===== src/rtl/tc2sm_24bit_if.sv =====
// tc2sm_24bit_if -- handshake and data bundle for the two's-complement to
// sign/magnitude converter.
//
//   in_valid   producer -> converter   X is valid
//   in_ready   converter -> producer   converter can accept X
//   X          producer -> converter   25-bit two's-complement operand
//   out_valid  converter -> consumer   Sign/Mag/Ovf are valid
//   out_ready  consumer -> converter   consumer takes the result
//   Sign       converter -> consumer   sign of X
//   Mag        converter -> consumer   |X|, unsigned 24 bits
//   Ovf        converter -> consumer   |X| needs 25 bits (X = -2^24)
//
// slave modport is the converter side, master modport the producer/consumer.
interface tc2sm_24bit_if;
    logic        in_valid;
    logic        in_ready;
    logic [24:0] X;
    logic        out_valid;
    logic        out_ready;
    logic        Sign;
    logic [23:0] Mag;
    logic        Ovf;

    modport slave (
        input  in_valid, X, out_ready,
        output in_ready, out_valid, Sign, Mag, Ovf
    );

    modport master (
        output in_valid, X, out_ready,
        input  in_ready, out_valid, Sign, Mag, Ovf
    );
endinterface


===== src/rtl/tc2sm_24bit.sv =====
// tc2sm_24bit -- nibble-serial two's-complement to sign/magnitude converter.
//
// Ports:
//   clk    rising-edge clock
//   rst_n  synchronous active-low reset
//   bus    tc2sm_24bit_if.slave (in_valid/in_ready/X in, out_valid/out_ready/
//          Sign/Mag/Ovf out)
//
// A negative operand is negated as ~X + 1, one nibble per cycle, LSB first,
// with the +1 entering as the initial carry. Six CONV cycles cover 24 bits.
//
// Optional macro TC2SM_FAST_POS_EN: non-negative operands skip CONV and load
// Mag = X[23:0] directly, reaching DONE on the accepting edge.
//
// state | meaning
// ------+------------------------------------------------------------
// IDLE  | in_ready high, waiting for in_valid
// CONV  | converting nibble nib_idx (0..5) of the captured operand
// DONE  | out_valid high, result held until out_ready
module tc2sm_24bit (
    input  logic           clk,
    input  logic           rst_n,
    tc2sm_24bit_if.slave   bus
);

    typedef enum logic [1:0] {IDLE, CONV, DONE} state_t;

    state_t      state;
    logic [23:0] x_reg;
    logic [23:0] mag_r;
    logic [23:0] mag_next;
    logic        sign_r;
    logic        ovf_r;
    logic        carry_r;
    logic        in_ready_r;
    logic        out_valid_r;
    logic [2:0]  nib_idx;
    logic [3:0]  x_nib;
    logic [4:0]  nib_sum;

    always_comb begin
        case (nib_idx)
            3'd0:    x_nib = x_reg[3:0];
            3'd1:    x_nib = x_reg[7:4];
            3'd2:    x_nib = x_reg[11:8];
            3'd3:    x_nib = x_reg[15:12];
            3'd4:    x_nib = x_reg[19:16];
            default: x_nib = x_reg[23:20];
        endcase
        nib_sum  = {1'b0, (sign_r ? ~x_nib : x_nib)} + {4'b0000, carry_r};
        mag_next = mag_r;
        for (int k = 0; k < 6; k++) begin
            if (nib_idx == 3'(k)) begin
                mag_next[4*k +: 4] = nib_sum[3:0];
            end
        end
    end

    always_ff @(posedge clk) begin
        if (!rst_n) begin
            state       <= IDLE;
            x_reg       <= '0;
            mag_r       <= '0;
            sign_r      <= 1'b0;
            ovf_r       <= 1'b0;
            carry_r     <= 1'b0;
            nib_idx     <= '0;
            in_ready_r  <= 1'b1;
            out_valid_r <= 1'b0;
        end else begin
            case (state)
                IDLE: begin
                    if (bus.in_valid) begin
`ifdef TC2SM_FAST_POS_EN
                        if (!bus.X[24]) begin
                            mag_r       <= bus.X[23:0];
                            sign_r      <= 1'b0;
                            ovf_r       <= 1'b0;
                            in_ready_r  <= 1'b0;
                            out_valid_r <= 1'b1;
                            state       <= DONE;
                        end else begin
                            x_reg      <= bus.X[23:0];
                            sign_r     <= bus.X[24];
                            carry_r    <= bus.X[24];
                            nib_idx    <= '0;
                            in_ready_r <= 1'b0;
                            state      <= CONV;
                        end
`else
                        x_reg      <= bus.X[23:0];
                        sign_r     <= bus.X[24];
                        carry_r    <= bus.X[24];
                        nib_idx    <= '0;
                        in_ready_r <= 1'b0;
                        state      <= CONV;
`endif
                    end
                end
                CONV: begin
                    mag_r   <= mag_next;
                    carry_r <= nib_sum[4];
                    nib_idx <= nib_idx + 3'd1;
                    if (nib_idx == 3'd5) begin
                        // Carry out of the top nibble survives only for -2^24.
                        ovf_r       <= sign_r & nib_sum[4];
                        out_valid_r <= 1'b1;
                        state       <= DONE;
                    end
                end
                DONE: begin
                    if (bus.out_ready) begin
                        out_valid_r <= 1'b0;
                        in_ready_r  <= 1'b1;
                        state       <= IDLE;
                    end
                end
                default: begin
                    out_valid_r <= 1'b0;
                    in_ready_r  <= 1'b1;
                    state       <= IDLE;
                end
            endcase
        end
    end

    assign bus.in_ready  = in_ready_r;
    assign bus.out_valid = out_valid_r;
    assign bus.Sign      = sign_r;
    assign bus.Mag       = mag_r;
    assign bus.Ovf       = ovf_r;

endmodule

===== src/flat_wrapper.sv =====
// flat-port wrapper written by rule: the top's interface ports become plain ports
module tc2sm_24bit_flat 
  (clk, rst_n, bus_in_valid, bus_X, bus_out_ready, bus_in_ready, bus_out_valid, bus_Sign, bus_Mag, bus_Ovf);
  tc2sm_24bit_if bus_i ();
  input  logic clk;
  input  logic rst_n;
  input wire logic [$bits(bus_i.in_valid)-1:0] bus_in_valid;
  input wire logic [$bits(bus_i.X)-1:0] bus_X;
  input wire logic [$bits(bus_i.out_ready)-1:0] bus_out_ready;
  output wire logic [$bits(bus_i.in_ready)-1:0] bus_in_ready;
  output wire logic [$bits(bus_i.out_valid)-1:0] bus_out_valid;
  output wire logic [$bits(bus_i.Sign)-1:0] bus_Sign;
  output wire logic [$bits(bus_i.Mag)-1:0] bus_Mag;
  output wire logic [$bits(bus_i.Ovf)-1:0] bus_Ovf;
  assign bus_i.in_valid = bus_in_valid;
  assign bus_i.X = bus_X;
  assign bus_i.out_ready = bus_out_ready;
  assign bus_in_ready = bus_i.in_ready;
  assign bus_out_valid = bus_i.out_valid;
  assign bus_Sign = bus_i.Sign;
  assign bus_Mag = bus_i.Mag;
  assign bus_Ovf = bus_i.Ovf;
  tc2sm_24bit u_core (.clk(clk), .rst_n(rst_n), .bus(bus_i));
endmodule

===== config.mk =====
export PLATFORM = sky130hd
export DESIGN_NAME = tc2sm_24bit_flat
export DESIGN_NICKNAME = d
export VERILOG_FILES = /design/src/rtl/tc2sm_24bit_if.sv /design/src/rtl/tc2sm_24bit.sv /design/src/flat_wrapper.sv
export SDC_FILE = /design/constraint.sdc
export NUM_CORES = 1
export LEC_CHECK = 0
export ABC_AREA = 1
export BUFFER_PORTS_ARGS = -buffer_cell sky130_fd_sc_hd__buf_2
export CORE_MARGIN = 3
export CORE_UTILIZATION = 50
export CTS_BUF_LIST = sky130_fd_sc_hd__clkbuf_4 sky130_fd_sc_hd__clkbuf_8 sky130_fd_sc_hd__clkbuf_16
export CTS_CLUSTER_DIAMETER = 80
export DETAILED_ROUTE_END_ITERATION = 8
export GPL_TIMING_DRIVEN = 0
export PLACE_DENSITY = 0.74
export SKIP_LAST_GASP = 1
export SLEW_MARGIN = 20
export SYNTH_ARGS = -nofsm -noshare
export SYNTH_HDL_FRONTEND = slang
export SYNTH_SLANG_ARGS = --single-unit
export TNS_END_PERCENT = 20

===== constraint.sdc =====
create_clock -name clk -period 5.5 [get_ports clk]
set_input_delay 0.825 -clock clk [delete_from_list [all_inputs] [get_ports clk]]
set_output_delay 0.825 -clock clk [all_outputs]
set_load 0.02 [all_outputs]

Yosys cells after proc, flatten, opt, wreduce, memory -nomap -nowiden
Cells that the tools add are included.
{ "totals": {"register_bits": 58, "in_bits": 29, "elab_cells": 60} }
{ "classes": {"addsub": 2, "eq_ne": 10, "mux": 16, "bitwise_logic": 4, "reduce_logical": 14} }
{ "op_table": {"columns": ["op", "count"], "rows": [
  ["one-hot mux 4 bit (5 select lines)", 1],
  ["AND reduction 2 bit", 8],
  ["AND reduction 3 bit", 3],
  ["== test 3 x 2 -> 1 bit (second input constant)", 2],
  ["== test 3 bit (second input constant)", 2],
  ["2-to-1 mux 2 bit", 3],
  ["one-hot mux 1 bit (3 select lines)", 2],
  ["one-hot mux 2 bit (3 select lines)", 1],
  ["one-hot mux 3 bit (2 select lines)", 1],
  ["adder 4 x 1 -> 5 bit", 1],
  ["2-to-1 mux 1 bit", 5],
  ["2-to-1 mux 4 bit", 1],
  ["inequality test 2 bit (second input constant)", 2],
  ["inverter 4 bit", 1],
  ["adder 3 x 1 -> 3 bit (second input constant)", 1],
  ["== test 3 x 1 -> 1 bit (second input constant)", 1],
  ["zero test 3 bit", 1],
  ["2-to-1 mux 3 bit", 1],
  ["== test 2 x 1 -> 1 bit (second input constant)", 1],
  ["== test 2 bit (second input constant)", 1],
  ["zero test 2 bit", 1],
  ["inequality test 2 x 1 -> 1 bit (second input constant)", 1],
  ["inverter 1 bit", 2],
  ["one-hot mux 1 bit (2 select lines)", 1],
  ["2 further kinds", 2]
]} }

Depth between registers and ports, before layout
Gate-level depths: netlist of the first run.
{ "depth": {"word_depth": 6, "ltp_mapped": 15, "ltp_nobuf": 15} }

Worst setup path after synthesis of the first run
OpenSTA, ideal clock, no wires.
{ "synth_timing": {"path_type": "flip-flop to flip-flop", "from": "register u_core.nib_idx[0]", "to": "register u_core.mag_r[10] (netlist: u_core.bus.Mag[10])", "arrival_time_ns": 2.177, "path_slack_ns": 3.211, "stages_incl_launch_ff": 14, "n_path_buf": 0, "synth_period_minus_slack_ns": 2.289, "path_cell_list": "dfxtp_1 ha_1 ha_1 nand2_1 o21ai_0 a221oi_1 nand3_1 xor2_1 ha_1 ha_1 nor2_2 nor2_8 o21ai_2 inv_1"} }
{ "synth_via": {"elab_chain_len": 5} }
{ "synth_rtl": {"columns": ["element", "line_no", "rtl"], "rows": [
  ["from (decl)", "tc2sm_24bit.sv:37", "logic [2:0] nib_idx;"],
  ["from (signal assigned)", "tc2sm_24bit.sv:103", "nib_idx <= nib_idx + 3'd1;"],
  ["== test 3 bit (tied with other cells)", "tc2sm_24bit.sv:42", "case (nib_idx)"],
  ["one-hot mux 4 bit (5 select lines)", "tc2sm_24bit.sv:42", null],
  ["inverter 4 bit", "tc2sm_24bit.sv:50", "nib_sum = {1'b0, (sign_r ? ~x_nib : x_nib)} + {4'b0000, carry_r};"],
  ["2-to-1 mux 4 bit", "tc2sm_24bit.sv:50", null],
  ["adder 4 x 1 -> 5 bit", "tc2sm_24bit.sv:50", null],
  ["to (signal assigned)", "tc2sm_24bit.sv:101", "mag_r <= mag_next;"],
  ["to (decl)", "tc2sm_24bit.sv:30", "logic [23:0] mag_r;"]
]} }
Parallel ways exist; a longest one is shown, timed or not.
A chain may end at the register's enable or synchronous reset.

Worst setup path after layout of the first run
{ "layout_timing": {"from": "register u_core.nib_idx[2]", "to": "register u_core.mag_r[1] (netlist: u_core.bus.Mag[1])"} }
{ "layout_via": {"elab_chain_len": 5} }
{ "layout_rtl": {"columns": ["element", "line_no", "rtl"], "rows": [
  ["== test 3 bit (tied with other cells)", "tc2sm_24bit.sv:42", null],
  ["one-hot mux 4 bit (5 select lines) (*)", "tc2sm_24bit.sv:42", null],
  ["inverter 4 bit", "tc2sm_24bit.sv:50", null],
  ["2-to-1 mux 4 bit (*)", "tc2sm_24bit.sv:50", null],
  ["adder 4 x 1 -> 5 bit (*)", "tc2sm_24bit.sv:50", null],
  ["named net u_core.nib_sum[1]", "tc2sm_24bit.sv:39", "logic [4:0] nib_sum;"]
]} }
The timed path passes the listed nets; every way through them passes the cells marked *.

==> results.json, run 1 <==
{
  "status": "complete, no violations",
  "io_buffers": 56,
  "initial_core_util_pct": 53.5,
  "whs_endpoint": "u_core.x_reg[16]",
  "grt_antenna_before_repair": 0,
  "rows": 25,
  "placed_cell_area_mm2": 0.00298,
  "syn_area_mm2": 0.00261,
  "syn_to_final_growth_pct": 22.1,
  "rr_startpoint": "u_core.nib_idx[2]",
  "gp_congestion": 0.838,
  "reg2reg_slack_ns": 2.82,
  "cp_top_family": "adder cells",
  "clockBufferDepth": 2,
  "finClkSkew_ns": 0.00858,
  "first_global_vias": 2335,
  "crit_top_cell": "ha_1",
  "die_h_um": 78.3,
  "vias_per_cell": 5.09,
  "drt_pre_antenna_iters": 4,
  "crit_chain": "buf_6 > inv_6 > ha_1 > nand2_1 > o21ai_0 > a221oi_1 > nand3_1 > xor2_1 > ha_1 > ha_1 > o21ai_0 > nor2_1",
  "timing.max_cap.violations": 0,
  "hpwl_mm": 4.68,
  "vias": 2513,
  "cts.sinks": 58,
  "rsz0062_at_grt": "no",
  "arrival_ns": 2.90,
  "peakVddDrop_mv": 0.164,
  "worstHoldStart": "u_core.x_reg[16]",
  "grt_remaining_overflow": 0,
  "rr_worst_depth": 12,
  "slew_headroom_pct": 66.4,
  "period_share_pct": 48.7,
  "synthArstFlopShare_pct": 0,
  "cts-buffers-inserted": 9,
  "grt_usage_pct": 22.0,
  "reg2reg_to": "u_core.bus.Mag[1]",
  "setup_viol_count_final": 0,
  "synth_flop_cell": "dfxtp_1",
  "fin_area_mm2": 0.00319,
  "syn_inst": 355,
  "cp-start-kind": "flip-flop",
  "totalWireLength_mm": 6.20,
  "crit_path_end_kind": "flip-flop",
  "synthTopCellsByCount": "nor2_1 (93), dfxtp_1 (58), nand2_1 (47)",
  "final.setup.tns_ns": 0,
  "drt-wirelength-per-cell_um": 12.6,
  "tightest_slew_ns": 0.504,
  "hold_depth": 2,
  "yosys-top-cells-area": "dfxtp_1 (44%), nor2_1 (13%), o21ai_0 (7.3%)",
  "critPathRequiredTime_ns": 5.72,
  "yosysTopAreaCell": "dfxtp_1",
  "path_clk_slew_ns": 0.06,
  "synth-edff-count": 0,
  "fp.coreArea_mm2": 0.00488,
  "die_w_um": 78.3,
  "slowest_stage": "ha_1",
  "grt_start_max_net_pins": 11,
  "fmax_mhz": 373,
  "insertion_delay_ns": 0.33,
  "tritoncts": "done",
  "synth.distinct_cells": 34,
  "antenna_left": 0,
  "ys.warnings.count": 0,
  "critical_path_buf_inv_count": 2,
  "grt_pass1_wl_mm": 10.5,
  "hold_viol": 0,
  "synth_seq_area_share_pct": 44.4,
  "postCtsSetupRepairBufs": 0,
  "slew_viol_final": 0,
  "crit_fanout": 8,
  "synth_top_area_share_pct": 44.4,
  "powerDensity_mw_per_mm2": 318,
  "root_buffer": "clkbuf_8",
  "diodes": 0,
  "ioPinCount": 57,
  "cp_slowest_stage_delay_ns": 0.40,
  "p_leak_uw": 0.00156,
  "min_path_type": "flip-flop to flip-flop",
  "cts_resized": 0,
  "yosysMostFrequentCell": "nor2_1",
  "crit_type": "flip-flop to flip-flop",
  "drive_above_1_share_pct": 24.6,
  "drtIter0Drc": 135,
  "drc": 0,
  "die-area_mm2": 0.00613,
  "postCtsHoldBufs": 0,
  "ys_seq_elements": 58,
  "synth_fp_nets": 391,
  "crit_start": "u_core.nib_idx[2]",
  "final_nets": 458,
  "syn_area_per_cell_um2": 7.36,
  "htree_num_levels": 3,
  "period_minus_slack_ns": 2.68
}
[layout by cell type (no fill, tap or decap), types with 2 or more instances in the layout]
cell type / instances
a21oi_1: 11
buf_2: 57
clkbuf_1: 9
clkbuf_8: 12
clkinv_2: 2
dfxtp_1: 58
ha_1: 7
inv_1: 29
inv_2: 5
nand2_1: 47
nand2_2: 2
nand2_4: 2
nand3_1: 14
nand3_2: 4
nand4_1: 7
nor2_1: 93
nor2_2: 4
nor2_4: 2
nor3_1: 2
o21ai_0: 38
o21ai_2: 5
[kinds of logic (layout without fill, tap and decap cells)]
| family | Yosys count | count (layout) | synth area share [%] |
|---|---|---|---|
| AO/OA/AOI/OAI | 61 | 61 | 13.2 |
| AND/OR/NAND/NOR | 181 | 181 | 31.4 |
| flip-flops | 58 | 58 | 44.4 |
| XOR/XNOR | 1 | 1 | 0.335 |
| adder cells (fa/ha/maj) | 7 | 7 | 3.35 |
| buffers and inverters | 47 | 119 | 7.28 |
[cell type report]
type,instances,area [um2]
Tap cell,67,83.8
Inverter,35,136
Sequential cell,58,1160
Fill cell,453,1690
Multi-Input combinational cell,250,1260
Clock inverter,4,48.8
Timing Repair Buffer,56,280
Clock buffer,12,165
Buffer,12,53.8
[metal layers]
layer	share of wire [%]	routed length [um]	vias to the layer above	track usage [%]
met5	0	0	-	0
met4	2.5	157	0	11.9
met3	5.9	366	18	4.59
met2	45	2820	63	34.3
met1	46	2860	1158	28.3
li1	-	-	1274	-
[report_power, final]
| group | internal, uW | total (uW) | leakage (uW) | switching, uW |
|---|---|---|---|---|
| Clock | 245 | 411 | 0.000112 | 166 |
| Combinational | 49.8 | 147 | 0.000976 | 97.6 |
| Sequential | 444 | 457 | 0.000475 | 13.3 |
[worst max-delay path by stage]
stage                                     to  slack (ns)  cells after the start
after floorplan           u_core.bus.Mag[10]        3.21                     13
after global placement     u_core.bus.Mag[1]        2.86                     12
after detailed placement   u_core.bus.Mag[1]        2.83                     12
after CTS                  u_core.bus.Mag[2]        2.82                     14
after global routing       u_core.bus.Mag[1]        2.61                     11
final                      u_core.bus.Mag[1]        2.82                     12
[tightest hold or removal path, cell delays in order, from the launching register on]
cell	delay, ns
dfxtp_1	0.30
inv_1	0.06
a21oi_1	0.06
[through the flow]
stage	setup slack [ns]	total power, uW	hold slack [ns]	utilization, %	std cells
final	2.82	1020	0.464	65.4	494
after global routing	2.61	1060	0.476	65.4	494
after CTS	2.82	1020	0.465	65.4	494
after detailed placement	2.83	612	0.455	61.0	478
after global placement	2.86	609	0.445	61.0	478
after floorplan	3.21	568	0.425	-	355
Power figures use the tool's default switching activity.
==> run 2: changes to the inputs <==
Settings changed: CORE_UTILIZATION 50 to 48, PLACE_DENSITY 0.74 to 0.75.
Clock period 5.5 ns to 2.24 ns, I/O delays scaled along.
==> run 2 against run 1 <==
  * The run now ends with negative setup slack left
  * Clock power grew to 2.5 times the previous value
  * Design area rose by 5.8%
  * Core utilization is 0.15 points lower
  * Sequential cell count unchanged
  * Via count grew 2.9%
  * Critical path depth increased by 1
  * Register-to-register slack worse by 2.8 ns
  * Largest power group unchanged
==> results.json, run 2 (synthesis results as in run 1) <==
{
  "vias_per_cell": 5.12,
  "finalPower_uw": 2550,
  "drc": 0,
  "powerDensity_mw_per_mm2": 757,
  "hpwl_mm": 4.67,
  "drt-wirelength-per-cell_um": 13.9,
  "cp-start-kind": "flip-flop",
  "crit_type": "flip-flop to flip-flop",
  "postCtsHoldBufs": 0,
  "min_path_type": "input pin to flip-flop",
  "crit_path_end_kind": "flip-flop",
  "drive_above_1_share_pct": 30.1,
  "hold_viol": 0,
  "rows": 26,
  "antenna_left": 0,
  "gp_congestion": 0.835,
  "fmax_mhz": 446,
  "tritoncts": "done",
  "die_h_um": 79.8,
  "grt_pass1_wl_mm": 11.5,
  "hold_depth": 3,
  "rsz0062_at_grt": "yes",
  "grt_usage_pct": 23.7,
  "crit_top_cell": "ha_4",
  "grt_remaining_overflow": 0,
  "crit_chain": "ha_4 > ha_4 > nand2_2 > o21ai_2 > a221oi_2 > nand3_1 > xor2_1 > ha_2 > ha_4 > and2_4 > nor2_8 > o21ai_2 > inv_1",
  "period_minus_slack_ns": 2.24,
  "cp_slowest_stage_delay_ns": 0.37,
  "tightest_slew_ns": 0.498,
  "clockBufferDepth": 2,
  "crit_fanout": 6,
  "timing.max_cap.violations": 0,
  "setup_ws_ns": -0.00265,
  "drt_pre_antenna_iters": 4,
  "status": "finished, violations left",
  "io_buffers": 56,
  "violations": "negative setup slack",
  "finClkSkew_ns": 0.0121,
  "placed_cell_area_mm2": 0.00299,
  "cts.sinks": 58,
  "root_buffer": "clkbuf_8",
  "drtIter0Drc": 177,
  "path_clk_slew_ns": 0.07,
  "peakVddDrop_mv": 0.343,
  "rr_worst_depth": 13,
  "fill_cells": 451,
  "syn_to_final_growth_pct": 29.2,
  "diodes": 0,
  "slowest_stage": "dfxtp_4",
  "period_share_pct": 100,
  "cts-buffers-inserted": 9,
  "grt_start_max_net_pins": 11,
  "layout_commonest_cell": "nor2_1",
  "initial_core_util_pct": 50.5,
  "p_leak_uw": 0.00162,
  "mostFrequentLayoutCells": "nor2_1 (91), buf_2 (57), dfxtp_1 (56)",
  "die_w_um": 79.8,
  "place_ws_ns": -0.314,
  "vias": 2587,
  "arrival_ns": 2.48,
  "grt_antenna_before_repair": 0,
  "totalWireLength_mm": 7.02,
  "slew_headroom_pct": 66.8,
  "fin_area_mm2": 0.00337,
  "critPathRequiredTime_ns": 2.48,
  "insertion_delay_ns": 0.35,
  "fp.coreArea_mm2": 0.00517,
  "setup_viol_count_final": 1,
  "first_global_vias": 2522,
  "final_nets": 467,
  "slew_viol_final": 0,
  "die-area_mm2": 0.00636,
  "htree_num_levels": 3,
  "ioPinCount": 57
}
[run 2: cell count changes in the layout (fill, tap and decap cells not counted), moves of 2 or more]
cell,previous run,this run
ha_1,7,0
buf_4,0,9
nor2_1,93,91
ha_4,0,6
nand2_1,47,45
dfxtp_1,58,56
inv_1,29,27
dfxtp_4,0,2
inv_2,5,7
[run 2: through the flow]
step                      std cells  setup TNS (ns)  hold slack [ns]  utilization [%]
after floorplan                 355               0            0.425                -
after global routing            505           -1.57            0.245             65.2
after global placement          481           -3.62            0.442             57.8
after detailed placement        481           -3.92            0.449             57.8
after CTS                       500               0            0.236             64.2
final                           505        -0.00265            0.242             65.2
[run 2: layer usage]
layer  part of all wire (%)  global-route usage [%]  vias to the layer above  wire length, um
met5                      0                       0                        -                0
li1                       -                       -                     1288                -
met4                    2.1                    11.1                        0              147
met2                     49                    38.3                       73             3420
met3                    5.6                    6.55                       14              393
met1                     44                    29.1                     1212             3060
[run 2: cell type report]
| cell class | instances | area, um2 | area share [%] |
|---|---|---|---|
| Clock buffer | 13 | 173 | 5.12 |
| Sequential cell | 58 | 1170 | 34.6 |
| Buffer | 12 | 53.8 | 1.59 |
| Clock inverter | 2 | 35.0 | 1.04 |
| Multi-Input combinational cell | 250 | 1370 | 40.7 |
| Tap cell | 70 | 87.6 | 2.60 |
| Timing Repair Buffer | 65 | 348 | 10.3 |
| Inverter | 35 | 136 | 4.04 |
[run 2: worst max-delay path, delay by kind of cell, from the launching register on]
kind	cells	cell delay (ns)
XOR/XNOR	1	0.18
adder cells (fa/ha/maj)	4	0.73
buffers and inverters	1	0.06
flip-flops	1	0.37
AO/OA/AOI/OAI	3	0.35
AND/OR/NAND/NOR	4	0.45
[run 2: timing repair]
action / 4_1_cts / 5_1_grt
setup endpoints to repair: 22 / 21
setup buffers: 4 / 5
gates resized for setup: 23 / 4
pin swaps: 5 / 1
[run 2: worst paths after layout]
path	start	end	slack, ns
hold / removal	bus_X[8]	u_core.x_reg[8]	0.24
setup / recovery	u_core.nib_idx[0]	u_core.bus.Mag[6]	-0.003
setup reg to reg	u_core.nib_idx[0]	u_core.bus.Mag[6]	-0.003
hold reg to reg	u_core.x_reg[17]	u_core.x_reg[17]	0.46
[run 2: report_power, final]
group	switching [uW]	total (uW)	internal [uW]
registers	39.1	1130	1090
clock network	418	1030	610
logic	255	399	144
total	712	2550	1840
